--- config.mk ---
export PLATFORM = sky130hd
export DESIGN_NAME = i2c_bit_controller
export DESIGN_NICKNAME = d
export VERILOG_FILES = /design/src/rtl/i2c_bit_controller.sv
export SDC_FILE = /design/constraint.sdc
export NUM_CORES = 1
export LEC_CHECK = 0
export ABC_AREA = 1
export CAP_MARGIN = 20
export CELL_PAD_IN_SITES_DETAIL_PLACEMENT = 0
export CELL_PAD_IN_SITES_GLOBAL_PLACEMENT = 1
export CORE_ASPECT_RATIO = 0.75
export CORE_UTILIZATION = 42
export CTS_CLUSTER_SIZE = 8
export DETAILED_ROUTE_END_ITERATION = 7
export PLACE_DENSITY = 0.87
export REMOVE_ABC_BUFFERS = 1
export SETUP_SLACK_MARGIN = 0.2
export SLEW_MARGIN = 5
export SYNTH_ARGS = -nofsm -noshare
export SYNTH_HDL_FRONTEND = slang
export SYNTH_SLANG_ARGS = --single-unit
export TNS_END_PERCENT = 20
--- constraint.sdc ---
create_clock -name clk -period 5.5 [get_ports clk]
set_clock_uncertainty 0.15 [all_clocks]
set_input_delay 0.825 -clock clk [delete_from_list [all_inputs] [get_ports clk]]
set_output_delay 0.825 -clock clk [all_outputs]
set_load 0.01 [all_outputs]
--- src/rtl/i2c_bit_controller.sv ---
// I2C bit-level sequencer: runs START/STOP/WRITE/READ as four equal phases,
// drives open-drain enables, honours clock stretching and flags arbitration loss.
module i2c_bit_controller #(
  parameter logic [7:0] DIV_SM  = 8'd124,
  parameter logic [7:0] DIV_FM  = 8'd31,
  parameter logic [7:0] DIV_FMP = 8'd12,
  parameter logic [7:0] DIV_HS  = 8'd3
) (
  input  logic       clk,
  input  logic       reset,
  input  logic [1:0] freq_mode,
  input  logic       cmd_valid,
  input  logic [1:0] cmd_code,
  input  logic       cmd_wdata,
  output logic       cmd_ready,
  output logic       busy,
  output logic       rsp_valid,
  output logic       rsp_rdata,
  output logic       arb_lost,
  input  logic       scl_in,
  input  logic       sda_in,
  output logic       scl_oe,
  output logic       sda_oe
);

  typedef enum logic [1:0] {IDLE, START, STOP, BIT} state_t;

  localparam logic [1:0] CMD_START = 2'd0;
  localparam logic [1:0] CMD_STOP  = 2'd1;
  localparam logic [1:0] CMD_WRITE = 2'd2;

  state_t     state, state_n;
  logic [1:0] ph, ph_n;
  logic [7:0] cnt, cnt_n;
  logic [7:0] div, div_n;
  logic [1:0] code, code_n;
  logic       wdata, wdata_n;
  logic       scl_oe_n, sda_oe_n;
  logic       busy_n, cmd_ready_n;
  logic       rsp_valid_n, rsp_rdata_n, arb_lost_n;
  logic       stretch, arb;

  always_ff @(posedge clk) begin
    if (!reset) begin
      state     <= IDLE;
      ph        <= 2'd0;
      cnt       <= 8'd0;
      div       <= DIV_SM;
      code      <= CMD_START;
      wdata     <= 1'b0;
      scl_oe    <= 1'b0;
      sda_oe    <= 1'b0;
      busy      <= 1'b0;
      cmd_ready <= 1'b1;
      rsp_valid <= 1'b0;
      rsp_rdata <= 1'b0;
      arb_lost  <= 1'b0;
    end else begin
      state     <= state_n;
      ph        <= ph_n;
      cnt       <= cnt_n;
      div       <= div_n;
      code      <= code_n;
      wdata     <= wdata_n;
      scl_oe    <= scl_oe_n;
      sda_oe    <= sda_oe_n;
      busy      <= busy_n;
      cmd_ready <= cmd_ready_n;
      rsp_valid <= rsp_valid_n;
      rsp_rdata <= rsp_rdata_n;
      arb_lost  <= arb_lost_n;
    end
  end

  // A slave holding SCL low during the released-high phase freezes the phase timer.
  assign stretch = ((state == BIT) || (state == STOP)) && (ph == 2'd1) && !scl_in;

  always_comb begin
    state_n     = state;
    ph_n        = ph;
    cnt_n       = cnt;
    div_n       = div;
    code_n      = code;
    wdata_n     = wdata;
    rsp_valid_n = 1'b0;
    rsp_rdata_n = rsp_rdata;
    arb_lost_n  = 1'b0;
    arb         = 1'b0;

    case (state)
      IDLE: begin
        if (cmd_valid && cmd_ready) begin
          code_n  = cmd_code;
          wdata_n = cmd_wdata;
          ph_n    = 2'd0;
          cnt_n   = 8'd0;
          case (freq_mode)
            2'b00: div_n = DIV_SM;
            2'b01: div_n = DIV_FM;
            2'b10: div_n = DIV_FMP;
            2'b11: div_n = DIV_HS;
          endcase
          case (cmd_code)
            CMD_START: state_n = START;
            CMD_STOP:  state_n = STOP;
            default:   state_n = BIT;
          endcase
        end
      end
      default: begin
        if (!stretch) begin
          if (cnt == div) begin
            cnt_n = 8'd0;
            if ((state == BIT) && (ph == 2'd2)) begin
              if ((code == CMD_WRITE) && wdata && !sda_in) begin
                arb         = 1'b1;
                state_n     = IDLE;
                ph_n        = 2'd0;
                arb_lost_n  = 1'b1;
                rsp_rdata_n = 1'b0;
              end else begin
                rsp_rdata_n = sda_in;
              end
            end
            if (!arb) begin
              if (ph == 2'd3) begin
                state_n     = IDLE;
                ph_n        = 2'd0;
                rsp_valid_n = 1'b1;
              end else begin
                ph_n = ph + 2'd1;
              end
            end
          end else begin
            cnt_n = cnt + 8'd1;
          end
        end
      end
    endcase

    // Line enables follow the phase being entered; idle keeps the last drive.
    scl_oe_n = scl_oe;
    sda_oe_n = sda_oe;
    if (arb) begin
      scl_oe_n = 1'b0;
      sda_oe_n = 1'b0;
    end else begin
      case (state_n)
        START: begin
          scl_oe_n = (ph_n == 2'd3);
          sda_oe_n = ph_n[1];
        end
        STOP: begin
          scl_oe_n = (ph_n == 2'd0);
          sda_oe_n = !ph_n[1];
        end
        BIT: begin
          scl_oe_n = (ph_n == 2'd0) || (ph_n == 2'd3);
          sda_oe_n = (code_n == CMD_WRITE) ? !wdata_n : 1'b0;
        end
        default: begin
          scl_oe_n = scl_oe_n;
          sda_oe_n = sda_oe_n;
        end
      endcase
    end

    busy_n      = (state_n != IDLE);
    cmd_ready_n = (state_n == IDLE);
  end

endmodule
==> out/metrics.yaml <==
syn_avg_cell_area_um2: 7.040
fin_crit_sh_pct: 45.75
power_switching_uw: 165.1
fin_util_pct: 54.34
post_drt_wl_per_cell_um: 12.52
drt_iter0_markers: 102
async_flop_share_pct: 0
ir_drop_mv: 0.1625
diodes: 0
core-area_mm2: 0.003042
worstPathRequired_ns: 5.58
synth.top_cell.area_share_pct: 37.34
grt_setup_unrepaired: "false"
drc_errors: 0
nets: 234
leakagePower_nw: 0.7121
post-cts-setup-buffers: 0
finalPower_uw: 493.8
grt_max_degree: 18
fin_tns_setup_ns: 0
status: "complete, no violations"
layout-drive-gt1-share_pct: 11.52
cts_buffers: 3
ys_types: 35
crit_type: "input port to flop"
antenna_found_initial: 0
synth_most_common_cell: "nand2_1"
clock_sink_count: 26
hold_viol_final: 0
yosysTopAreaCell: "dfxtp_1"
grt_use_met2_pct: 29.74
ys_seq_area_share_pct: 37.34
fmax_mhz: 397.5
drtAntennaViolNets: 0
dp_hpwl_um: 2495
ys.flop_type: "dfxtp_1"
internal-power_uw: 328.7
maxSlewViolCount: 0
worst_setup_path_end_kind: "flop"
design.die.area_mm2: 0.003556
synth.area.top_cells: "dfxtp_1, nand2_1, inv_1"
place_ws_ns: 2.701
drt_pass1_iterations: 4
grtUsageTotal_pct: 20.76
die-width_um: 68.52
numPortBuffers: 16
gr-total-overflow: 0
htreeDepth: 1
rrSetupSlack_ns: 3.20
hp-class: "flop to flop"
p_clk_share_pct: 25.5
seqPwrFrac_pct: 45.1
synth_commonest_cells: "nand2_1, inv_1, dfxtp_1"
routed_wl_um: 3192
worst-path-max-fanout: 3
swShare_pct: 33.43
maxSlewHeadroom_pct: 64.31
cts_hold_buf: 0
clk_pin_slew_ns: 0.09
synth_edf_count: 0
vias_per_cell: 5.059
tightestPinTransition_ns: 0.5321
finalInstanceArea_mm2: 0.001653
start_util_pct: 45.82
use_met1_pct: 29.82
finalSetupViolations: 0
cts_tree: "yes"
fp-row-count: 17
combPwrFrac_pct: 29.4
yosysWarnings: 0
drv_cap: 0
gp_congestion: 0.8358
critPathLaunchType: "input port"
clockRootBuffer: "clkbuf_8"
grt_first_pass_wirelength_um: 5216
fin_crit_ns: 2.516
critPathArrivalTime_ns: 2.59
io-pin-count: 17
ys_seq_elements: 26
cts_resized: 0
insertion_delay_ns: 0.28
grt_pass1_vias: 1140
vias: 1290
setup_ws_ns: 2.984
synthCells: 198
clockBufferDepth: 2
flow.area_growth_from_synthesis_pct: 18.58
die_y_um: 51.89
use_met3_pct: 5.263
top_usage_layer: "met1"
cellPowerDensity_mw_per_mm2: 298.8
place_area_mm2: 0.001598
netlist_area_mm2: 0.001394
-- per-stage QoR --
step                hold slack, ns  instances
finish                      0.3176        255
global route                0.3468        255
CTS                         0.3205        255
detailed placement          0.3065        251
global placement            0.3023        251
floorplan                   0.2879        197
-- cell type report --
| type | instances | area (um^2) |
|---|---|---|
| fillers | 299 | 1389 |
| clock buffers | 4 | 55.05 |
| repair buffers | 16 | 160.2 |
| multi-input cells | 137 | 739.5 |
| flip-flops and latches | 26 | 520.5 |
| inverters | 34 | 130.1 |
| well taps | 38 | 47.55 |
-- critical path: stages --
cell and delay, ns:
clkdlybuf4s50_1 0.43, nor2_1 0.14, nand3_2 0.10, nand2_1 0.10, nor2_1 0.05, o211ai_1 0.17, nand2_1 0.12, inv_1 0.11
ha_1 0.23, nand3b_1 0.15, nand3_1 0.08, nand2_1 0.05, inv_1 0.04
-- routing by layer --
metal	up-vias	routed length [um]	share of wire, %
li1	674	-	-
met1	579	1685	53
met2	33	1268	40
met3	4	198	6.2
met4	0	40	1.3
met5	-	0	0
-- cells by family (layout without fill, tap and decap cells) --
family	count (synthesis)	in the layout	synth area share, %
buffers and inverters	35	54	9.604
AND/OR/NAND/NOR	104	104	35.91
flip-flops	26	26	37.34
adder cells (fa/ha/maj)	6	6	5.386
XOR/XNOR	1	1	0.6285
AO/OA/AOI/OAI	26	26	11.13
-- power by group through the flow --
stage / Clock [mW] / Combinational (mW) / Sequential, mW
finish: 0.126 / 0.145 / 0.223
global route: 0.139 / 0.161 / 0.225
CTS: 0.130 / 0.145 / 0.223
detailed placement: 0 / 0.145 / 0.227
global placement: 0 / 0.143 / 0.227
floorplan: 0 / 0.0954 / 0.228
-- registers in the layout (all words and copies together), names as in the netlist --
name	cells
arb_lost	1
busy	1
cmd_ready	1
cnt	8
code	2
div	4
ph	2
rsp_rdata	1
rsp_valid	1
scl_oe	1
sda_oe	1
state	2
wdata	1
-- placed cells by master (no fill, tap or decap), types with 2 or more instances in the layout --
| master | n |
|---|---|
| a21oi_1 | 10 |
| clkbuf_8 | 4 |
| clkdlybuf4s50_1 | 16 |
| dfxtp_1 | 26 |
| ha_1 | 6 |
| inv_1 | 29 |
| inv_2 | 3 |
| nand2_1 | 46 |
| nand2_4 | 2 |
| nand3_1 | 12 |
| nand3b_1 | 2 |
| nand4_1 | 3 |
| nor2_1 | 21 |
| nor2_2 | 7 |
| nor3_1 | 2 |
| nor4_1 | 2 |
| o211ai_1 | 2 |
| o21ai_0 | 6 |
-- path summary, 6_finish.rpt --
| path | from | to | cells after the start |
|---|---|---|---|
| max | sda_in | scl_oe | 13 |
| min | div[1] | div[1] | 2 |
| max reg2reg | cnt[0] | scl_oe | 14 |
| min reg2reg | div[1] | div[1] | 2 |
(Power assumes the default switching activity.)
